$ cat config.mk
export PLATFORM = sky130hd
export DESIGN_NAME = stage_ctrl_flat
export DESIGN_NICKNAME = d
export VERILOG_FILES = /design/src/rtl/stage_ctrl_pkg.sv /design/src/rtl/stage_ctrl_if.sv /design/src/rtl/stage_ctrl_wait_timer.sv /design/src/rtl/stage_ctrl.sv /design/src/flat_wrapper.sv
export SDC_FILE = /design/constraint.sdc
export NUM_CORES = 1
export LEC_CHECK = 0
export CORE_UTILIZATION = 45
export CTS_CLUSTER_SIZE = 16
export DETAILED_ROUTE_END_ITERATION = 10
export GPL_ROUTABILITY_DRIVEN = 0
export PLACE_DENSITY = 0.77
export SLEW_MARGIN = 20
export SYNTH_ARGS = -nofsm -noshare
export SYNTH_HDL_FRONTEND = slang
export SYNTH_SLANG_ARGS = --single-unit
$ cat constraint.sdc
create_clock -name clk -period 2.1 [get_ports clk]
set_input_delay 0.21 -clock clk [delete_from_list [all_inputs] [get_ports clk]]
set_output_delay 0.21 -clock clk [all_outputs]
set_load 0.005 [all_outputs]
$ cat src/rtl/stage_ctrl_pkg.sv
// Shared opcode and state constants for the Pillar core control sequencer,
// plus small opcode classification helpers used by the controller.
package stage_ctrl_pkg;

    localparam logic [6:0] DECODE_R_TYPE = 7'b0110011;
    localparam logic [6:0] DECODE_I_TYPE = 7'b0010011;
    localparam logic [6:0] DECODE_L_TYPE = 7'b0000011;
    localparam logic [6:0] DECODE_S_TYPE = 7'b0100011;

    typedef enum logic [2:0] {
        STATE_IDLE   = 3'd0,
        STATE_FETCH  = 3'd1,
        STATE_DECODE = 3'd2,
        STATE_EXEC   = 3'd3,
        STATE_MEM    = 3'd4,
        STATE_WB     = 3'd5,
        STATE_HALT   = 3'd6
    } state_t;

    function automatic logic op_is_mem(input logic [6:0] op);
        return (op == DECODE_L_TYPE) || (op == DECODE_S_TYPE);
    endfunction

    // Instructions whose result goes through the write stage (R, I, L).
    function automatic logic op_writes_rd(input logic [6:0] op);
        return (op == DECODE_R_TYPE) || (op == DECODE_I_TYPE) || (op == DECODE_L_TYPE);
    endfunction

    function automatic logic op_is_legal(input logic [6:0] op);
        return op_writes_rd(op) || (op == DECODE_S_TYPE);
    endfunction

endpackage

$ cat src/rtl/stage_ctrl_if.sv
// Control bundle between the stage sequencer (master) and the datapath (slave).
interface stage_ctrl_if;

    logic        run_i;
    logic [31:0] ir_i;
    logic        imem_ready_i;
    logic        dmem_ready_i;
    logic        fetch_req_o;
    logic        ir_load_o;
    logic        alu_en_o;
    logic        dmem_req_o;
    logic        dmem_we_o;
    logic        wd_q_readin_o;
    logic        rf_we_o;
    logic        pc_load_o;
    logic [2:0]  state_o;
    logic [31:0] retired_o;
    logic        fault_o;

    modport master (
        input  run_i, ir_i, imem_ready_i, dmem_ready_i,
        output fetch_req_o, ir_load_o, alu_en_o, dmem_req_o, dmem_we_o,
               wd_q_readin_o, rf_we_o, pc_load_o, state_o, retired_o, fault_o
    );

    modport slave (
        output run_i, ir_i, imem_ready_i, dmem_ready_i,
        input  fetch_req_o, ir_load_o, alu_en_o, dmem_req_o, dmem_we_o,
               wd_q_readin_o, rf_we_o, pc_load_o, state_o, retired_o, fault_o
    );

endinterface

$ cat src/rtl/stage_ctrl_wait_timer.sv
// 8-bit clear/increment counter; 'last' flags that the next increment
// reaches LIMIT, so the caller can act in the same cycle.
module stage_ctrl_wait_timer #(
    parameter int unsigned LIMIT = 15
) (
    input  logic clk,
    input  logic reset,
    input  logic clr,
    input  logic inc,
    output logic last
);

    logic [7:0] count_q;

    // NOTE: sequential state uses non-blocking assignments so every flop
    // samples pre-edge values regardless of process ordering.
    always_ff @(posedge clk) begin
        if (reset || clr) begin
            count_q <= 8'd0;
        end else if (inc) begin
            count_q <= count_q + 8'd1;
        end
    end

    assign last = (count_q == 8'(LIMIT - 1));

endmodule

$ cat src/rtl/stage_ctrl.sv
// Multi-cycle control sequencer: walks one instruction through
// FETCH/DECODE/EXEC/MEM/WB and drives the datapath strobes.
module stage_ctrl
    import stage_ctrl_pkg::*;
#(
    parameter int unsigned MEM_WAIT_MAX = 15
) (
    input  logic          clk,
    input  logic          reset,
    stage_ctrl_if.master  bus
);

    state_t      state_q, state_d;
    logic        fault_q, fault_d;
    logic [31:0] retired_q;
    logic [6:0]  opcode;
    logic [4:0]  rd;
    logic        unused_ir;
    logic        timer_clr, timer_inc, timer_last;

    assign opcode    = bus.ir_i[6:0];
    assign rd        = bus.ir_i[11:7];
    assign unused_ir = ^bus.ir_i[31:12];

    stage_ctrl_wait_timer #(.LIMIT(MEM_WAIT_MAX)) u_wait_timer (
        .clk   (clk),
        .reset (reset),
        .clr   (timer_clr),
        .inc   (timer_inc),
        .last  (timer_last)
    );

    always_ff @(posedge clk) begin
        if (reset) begin
            state_q   <= STATE_IDLE;
            fault_q   <= 1'b0;
            retired_q <= 32'd0;
        end else begin
            state_q <= state_d;
            fault_q <= fault_d;
            if (state_q == STATE_WB) begin
                retired_q <= retired_q + 32'd1;
            end
        end
    end

    always_comb begin
        // NOTE: every output gets a default first so no path through the
        // case can leave a variable unassigned and infer a latch.
        state_d           = state_q;
        fault_d           = fault_q;
        timer_clr         = 1'b0;
        timer_inc         = 1'b0;
        bus.fetch_req_o   = 1'b0;
        bus.ir_load_o     = 1'b0;
        bus.alu_en_o      = 1'b0;
        bus.dmem_req_o    = 1'b0;
        bus.dmem_we_o     = 1'b0;
        bus.wd_q_readin_o = 1'b0;
        bus.rf_we_o       = 1'b0;
        bus.pc_load_o     = 1'b0;

        case (state_q)
            STATE_IDLE: begin
                if (bus.run_i) state_d = STATE_FETCH;
            end
            STATE_FETCH: begin
                bus.fetch_req_o = 1'b1;
                bus.ir_load_o   = bus.imem_ready_i;
                if (bus.imem_ready_i) state_d = STATE_DECODE;
            end
            STATE_DECODE: begin
                if (op_is_legal(opcode)) begin
                    state_d = STATE_EXEC;
                end else begin
                    state_d = STATE_HALT;
                    fault_d = 1'b1;
                end
            end
            STATE_EXEC: begin
                bus.alu_en_o = 1'b1;
                timer_clr    = 1'b1;
                state_d      = op_is_mem(opcode) ? STATE_MEM : STATE_WB;
            end
            STATE_MEM: begin
                bus.dmem_req_o = 1'b1;
                bus.dmem_we_o  = (opcode == DECODE_S_TYPE);
                // A ready arriving on the limit cycle still completes the access.
                if (bus.dmem_ready_i) begin
                    state_d = STATE_WB;
                end else begin
                    timer_inc = 1'b1;
                    if (timer_last) begin
                        state_d = STATE_HALT;
                        fault_d = 1'b1;
                    end
                end
            end
            STATE_WB: begin
                bus.pc_load_o     = 1'b1;
                bus.wd_q_readin_o = op_writes_rd(opcode);
                bus.rf_we_o       = op_writes_rd(opcode) && (rd != 5'd0);
                state_d           = bus.run_i ? STATE_FETCH : STATE_IDLE;
            end
            STATE_HALT: begin
                state_d = STATE_HALT;
            end
            default: begin
                state_d = STATE_IDLE;
            end
        endcase
    end

    assign bus.state_o   = state_q;
    assign bus.retired_o = retired_q;
    assign bus.fault_o   = fault_q;

endmodule

$ cat src/flat_wrapper.sv
// flat-port wrapper written by rule: the top's interface ports become plain ports
module stage_ctrl_flat import stage_ctrl_pkg::*;
#(
    parameter int unsigned MEM_WAIT_MAX = 15
)
  (clk, reset, bus_run_i, bus_ir_i, bus_imem_ready_i, bus_dmem_ready_i, bus_fetch_req_o, bus_ir_load_o, bus_alu_en_o, bus_dmem_req_o, bus_dmem_we_o, bus_wd_q_readin_o, bus_rf_we_o, bus_pc_load_o, bus_state_o, bus_retired_o, bus_fault_o);
  stage_ctrl_if bus_i ();
  input  logic clk;
  input  logic reset;
  input wire logic [$bits(bus_i.run_i)-1:0] bus_run_i;
  input wire logic [$bits(bus_i.ir_i)-1:0] bus_ir_i;
  input wire logic [$bits(bus_i.imem_ready_i)-1:0] bus_imem_ready_i;
  input wire logic [$bits(bus_i.dmem_ready_i)-1:0] bus_dmem_ready_i;
  output wire logic [$bits(bus_i.fetch_req_o)-1:0] bus_fetch_req_o;
  output wire logic [$bits(bus_i.ir_load_o)-1:0] bus_ir_load_o;
  output wire logic [$bits(bus_i.alu_en_o)-1:0] bus_alu_en_o;
  output wire logic [$bits(bus_i.dmem_req_o)-1:0] bus_dmem_req_o;
  output wire logic [$bits(bus_i.dmem_we_o)-1:0] bus_dmem_we_o;
  output wire logic [$bits(bus_i.wd_q_readin_o)-1:0] bus_wd_q_readin_o;
  output wire logic [$bits(bus_i.rf_we_o)-1:0] bus_rf_we_o;
  output wire logic [$bits(bus_i.pc_load_o)-1:0] bus_pc_load_o;
  output wire logic [$bits(bus_i.state_o)-1:0] bus_state_o;
  output wire logic [$bits(bus_i.retired_o)-1:0] bus_retired_o;
  output wire logic [$bits(bus_i.fault_o)-1:0] bus_fault_o;
  assign bus_i.run_i = bus_run_i;
  assign bus_i.ir_i = bus_ir_i;
  assign bus_i.imem_ready_i = bus_imem_ready_i;
  assign bus_i.dmem_ready_i = bus_dmem_ready_i;
  assign bus_fetch_req_o = bus_i.fetch_req_o;
  assign bus_ir_load_o = bus_i.ir_load_o;
  assign bus_alu_en_o = bus_i.alu_en_o;
  assign bus_dmem_req_o = bus_i.dmem_req_o;
  assign bus_dmem_we_o = bus_i.dmem_we_o;
  assign bus_wd_q_readin_o = bus_i.wd_q_readin_o;
  assign bus_rf_we_o = bus_i.rf_we_o;
  assign bus_pc_load_o = bus_i.pc_load_o;
  assign bus_state_o = bus_i.state_o;
  assign bus_retired_o = bus_i.retired_o;
  assign bus_fault_o = bus_i.fault_o;
  stage_ctrl #(.MEM_WAIT_MAX(MEM_WAIT_MAX)) u_core (.clk(clk), .reset(reset), .bus(bus_i));
endmodule
==> After elaboration in Yosys (flattened, before gate mapping) <==
Index checks and enable logic that the tools add are counted.
{ "classes": {"magnitude_cmp": 0, "n_addsub": 2, "bitwise": 0, "n_shift": 0, "n_mul": 0, "mux": 22, "reduce_logical": 11, "div_mod_pow": 0, "n_eq_ne": 17} }
{ "op_table": {"columns": ["operator", "count"], "rows": [
  ["$add 32x1->32 const B", 1],
  ["$pmux 3 s7", 1],
  ["$mux 1", 15],
  ["$mux 3", 5],
  ["$eq 7x6->1 const B", 2],
  ["$eq 3x3->1 const B", 3],
  ["$add 8x1->8 const B", 1],
  ["$eq 8x4->1 const B", 1],
  ["$ne 2x2->1 const B", 4],
  ["$eq 7x2->1 const B", 1],
  ["$eq 7x5->1 const B", 1],
  ["$eq 3x2->1 const B", 2],
  ["$logic_or 1x1->1", 5],
  ["$reduce_bool 5->1", 1],
  ["$reduce_and 4->1", 1],
  ["$eq 3x1->1 const B", 1],
  ["$logic_not 3->1", 1],
  ["$ne 3x2->1 const B", 1],
  ["$reduce_and 3->1", 1],
  ["$ne 2x1->1 const B", 1],
  ["$pmux 1 s2", 1],
  ["$reduce_bool 2->1", 1],
  ["$logic_and 1x1->1", 1]
]} }
{ "totals": {"rom_bits": 0, "ramBits": 0, "input_bits": 37, "word_cells": 56, "output_inout_bits": 44, "memories": 0, "ff_bits": 44, "latchBits": 0} }

==> Depth between registers and ports, before layout <==
{ "logic_depth": {"ltp_word": 6, "ltp_mapped": 6, "depth_no_buf": 5} }

==> Hierarchy <==
A second synthesis with hierarchy kept.
{ "hier_totals": {"hier_cells": 262, "area_unflattened_um2": 2212.1} }
{ "modules_own_cells": {"columns": ["mod", "area_each_um2", "seq_area_each_um2", "cells_per_inst", "n_inst"], "rows": [
  ["stage_ctrl", 1828.0, 720.7, 220, 1],
  ["stage_ctrl_wait_timer", 384.1, 160.2, 42, 1]
]} }

==> Worst setup path before layout <==
Ideal clock, no wire load.
{ "synth_timing": {"path_kind": "register to register", "from": "register u_core.retired_q[3], in the netlist u_core.bus.retired_o[3]", "to": "register u_core.retired_q[28], in the netlist u_core.bus.retired_o[28]", "period_less_slack_ns": 1.883, "stages_incl_launch_ff": 6, "n_path_buf": 1, "path_slack_ns": 0.217, "arrival_ns": 1.762, "setup_ns": 0.121, "required_ns": 1.979, "cell_sequence": "dfxtp_1 > nand4_2 > or4_1 > clkbuf_1 > nor3_1 > mux2_2"} }
{ "synth_between": {"elab_chain_len": 1} }
{ "synth_rtl": {"columns": ["element", "line_no", "rtl"], "rows": [
  ["from (decl)", "stage_ctrl.sv:15", "logic [31:0] retired_q;"],
  ["from (signal assigned)", "stage_ctrl.sv:42", "retired_q <= retired_q + 32'd1;"],
  ["$add 32x1->32", "stage_ctrl.sv:42", null]
]} }
Every way passes these cells.
A chain may end at the register's enable or synchronous reset.

==> Worst setup path in the final report <==
{ "layout_timing": {"from": "register u_core.state_q[2], in the netlist u_core.bus.state_o[2]", "to": "output port bus_ir_load_o"} }
{ "layout_between": {"elab_chain_len": 2} }
{ "layout_rtl": {"columns": ["element", "line_no", "rtl"], "rows": [
  ["from (decl)", "stage_ctrl.sv:13", "state_t state_q, state_d;"],
  ["from (signal assigned)", "stage_ctrl.sv:39", "state_q <= state_d;"],
  ["$eq 3x1->1", "stage_ctrl.sv:63", "case (state_q)"],
  ["$mux 1", "stage_ctrl.sv:63", null],
  ["to (decl)", "flat_wrapper.sv:15", "output wire logic [$bits(bus_i.ir_load_o)-1:0] bus_ir_load_o;"]
]} }
Every way passes these cells.

==> impl_metrics.env <==
export IMPL_status="completed"
export IMPL_globalRoute_totalOverflow=0
export IMPL_syn_avg_cell_area_um2=8.314
export IMPL_grt_pass1_wl_um=8907
export IMPL_dieWidth_um=72.63
export IMPL_grt_util_all_layers=0.2152
export IMPL_grt_max_degree=18
export IMPL_critical_path_class="reg -> out"
export IMPL_cellLeakagePower_nw=1.182
export IMPL_hold_class="reg -> reg"
export IMPL_grtUsageMet2=0.3593
export IMPL_n_antenna_cell=0
export IMPL_synth_compound_area_frac=0.1349
export IMPL_relSlewSlack=0.6179
export IMPL_r2r_slack_ps=130
export IMPL_ys_seq_area_frac=0.3924
export IMPL_path_cells="buf_4 -> nor3b_2 -> and2_1 -> clkdlybuf4s50_1"
export IMPL_via_per_inst=5.526
export IMPL_period_minus_slack_ps=1989
export IMPL_root_buffer="clkbuf_8"
export IMPL_met1_usage=0.2661
export IMPL_post_route_drc_count=0
export IMPL_cpMaxStageDelayCell="clkdlybuf4s50_1"
export IMPL_layout_nets=390
export IMPL_synth_ff_latch_count=44
export IMPL_htreeDepth=2
export IMPL_final_core_util=0.6837
export IMPL_cap_violations=0
export IMPL_yosysWarnings=0
export IMPL_grt_setup_unrepaired="false"
export IMPL_place_inst=405
export IMPL_grt_pass1_vias=2056
export IMPL_critPathArrivalTime_ps=1780
export IMPL_clk_path_buf_depth=2
export IMPL_max_freq_mhz=502.9
export IMPL_vias=2310
export IMPL_p_switching_mw=0.4133
export IMPL_synth_nets=310
export IMPL_timing_final_crit_share=0.9469
export IMPL_cts_buffers=5
export IMPL_finalClockSkew_ps=7.919
export IMPL_synth_flop_cell="dfxtp_1"
export IMPL_muxShareOfSynthArea=0.01951
export IMPL_power_share_combinational=0.139
export IMPL_synth_xor_area_share=0.06243
export IMPL_placedInstanceArea_um2=3037
export IMPL_wl_per_cell_um=13.24
export IMPL_syn2layout_area_growth_pct=44.82
export IMPL_worstSkewPairLatency_ps=300
export IMPL_power_total_mw=1.826
export IMPL_antenna_found_initial=0
export IMPL_cts_hold_fix_buffers=0
export IMPL_path_clk_slew_ps=80
export IMPL_met3_usage=0.05801
export IMPL_start_util=0.4721
export IMPL_drive_above_1_share=0.1425
export IMPL_coreArea_um2=4755
export IMPL_power_density_nw_per_um2=561.7
export IMPL_synth_adder_area_share=0.01672
export IMPL_switching_share=0.2263
export IMPL_netlist_instances=270
export IMPL_worst_setup_path_end_kind="output port"
export IMPL_dr_first_iter_drc_count=137
export IMPL_worst_slack_ps=111.5
export IMPL_row_count=25
export IMPL_holdWs_ps=496.6
export IMPL_final_cell_mix="clkdlybuf4s50_1, dfxtp_1, nor2_1, buf_4, a21oi_1"
export IMPL_port_buffers=60
export IMPL_firstDrtPassIters=4
export IMPL_netlist_area_um2=2245
export IMPL_dieHeight_um=72.63
export IMPL_p_clk_frac=0.391
export IMPL_synth_top_family_by_area="simple AND/OR/NAND/NOR gates"
export IMPL_pre_cts_ws_ps=-67.29
export IMPL_cts_tree="done"
export IMPL_instances_no_fill=418
export IMPL_ys_types=44
export IMPL_final_common_cell="clkdlybuf4s50_1"
export IMPL_tns_ps=0
export IMPL_finalSetupViolCount=0
export IMPL_ios=81
export IMPL_cp_max_fo=11
export IMPL_clock_sinks=44
export IMPL_synth_simple_area_share=0.3317
export IMPL_detailed_place_hpwl_um=3974
export IMPL_timing_final_hold_violations=0
export IMPL_postRouteAntennaNets=0
export IMPL_design_die_area_um2=5274
export IMPL_maxSlewViolCount=0
export IMPL_worstMarginPinSlew_ps=571.6
export IMPL_cp_required_ps=1890
export IMPL_synth_edf_count=0
export IMPL_routed_wl_um=5534
export IMPL_design_area_um2=3251
export IMPL_sequentialPowerShare=0.470
export IMPL_critPathBufInv=2
export IMPL_start_kind="flop"
export IMPL_fillers=400
export IMPL_slowest_delay_ps=500
export IMPL_grt_busiest_layer="met2"
export IMPL_ir_drop_uv=355.5
export IMPL_ys_async_sr_fraction=0
export IMPL_p_int_mw=1.413
export IMPL_critPathTopFamily="buffers and inverters"
## cells by family after synthesis
kind of cell / count (synthesis)
AOI/OAI and AO/OA: 51
xor gates and xnor gates: 16
adders and majority gates: 3
muxes: 4
and+or+nand+nor: 129
DFF: 44
buffers and inverters: 23
## power by group through the flow
stage	logic [mW]	registers [mW]	clock network [mW]
3_3_place_gp	0.214	0.876	0
2_1_floorplan	0.0956	0.883	0
3_5_place_dp	0.217	0.876	0
6_report	0.255	0.858	0.714
5_1_grt	0.278	0.861	0.764
4_1_cts	0.224	0.857	0.726
## layout make-up
class / count / area, um2 / area share
timing repair buffer: 88 / 825.8 / 0.2540
tap: 67 / 83.83 / 0.02579
inverter: 8 / 30.03 / 0.009238
multi-input combinational: 203 / 1303 / 0.4007
sequential: 44 / 882.1 / 0.2714
clock inverter: 1 / 30.03 / 0.009238
clock buffer: 7 / 96.34 / 0.02964
## layer usage
layer	vias to the layer above	wire, um	share of wire
met5	-	0	0
met4	0	114	0.021
met3	8	260	0.047
met2	65	2633	0.48
met1	1086	2526	0.46
li1	1151	-	-
## Yosys cell counts, types with 2 or more instances
cell type   n  area share
dfxtp_1    44        0.39
clkbuf_1   12       0.020
xnor2_1     7       0.027
nor3_1      6       0.013
o21ai_0    13       0.029
and2_1      4       0.011
nand2b_1    2      0.0056
nand4_1    12       0.033
nor2b_1     4       0.011
and3_1      5       0.014
nand2_1    19       0.032
nand3_1     8       0.018
nor2_1     27       0.045
nand4b_1    3       0.012
xor2_1      9       0.035
inv_1       8       0.013
o21a_1      2      0.0067
and4_1      6       0.023
o31ai_1     9       0.030
a21oi_1    21       0.047
mux2_2      3       0.015
or3_1      11       0.031
ha_1        3       0.017
or4_1      11       0.037
and4b_1     2      0.0089
## final timing paths
path                                               start                        to  depth (start not counted)
worst max-delay path               u_core.bus.state_o[2]             bus_ir_load_o                          4
worst max register to register  u_core.bus.retired_o[11]  u_core.bus.retired_o[18]                          5
worst min-delay path            u_core.bus.retired_o[25]  u_core.bus.retired_o[25]                          2
worst min register to register  u_core.bus.retired_o[25]  u_core.bus.retired_o[25]                          2
## sequential cells by signal, indices dropped and copies added (netlist names)
signal / flops
u_core.bus.fault_o: 1
u_core.bus.retired_o: 32
u_core.bus.state_o: 3
u_core.u_wait_timer.count_q: 8
## worst min-delay path, cell delays in order, from the launching register on
cell and delay [ps]:
dfxtp_1 340, o31ai_1 70, a21oi_1 50
## repair_timing
action / in CTS / in global routing
pin swaps: 0 / 3
setup endpoints to repair: 3 / 3
gates cloned: 0 / 0
gates resized for setup: 5 / 9
setup buffers: 0 / 5
Note: power is estimated with default switching activity, not from simulation.
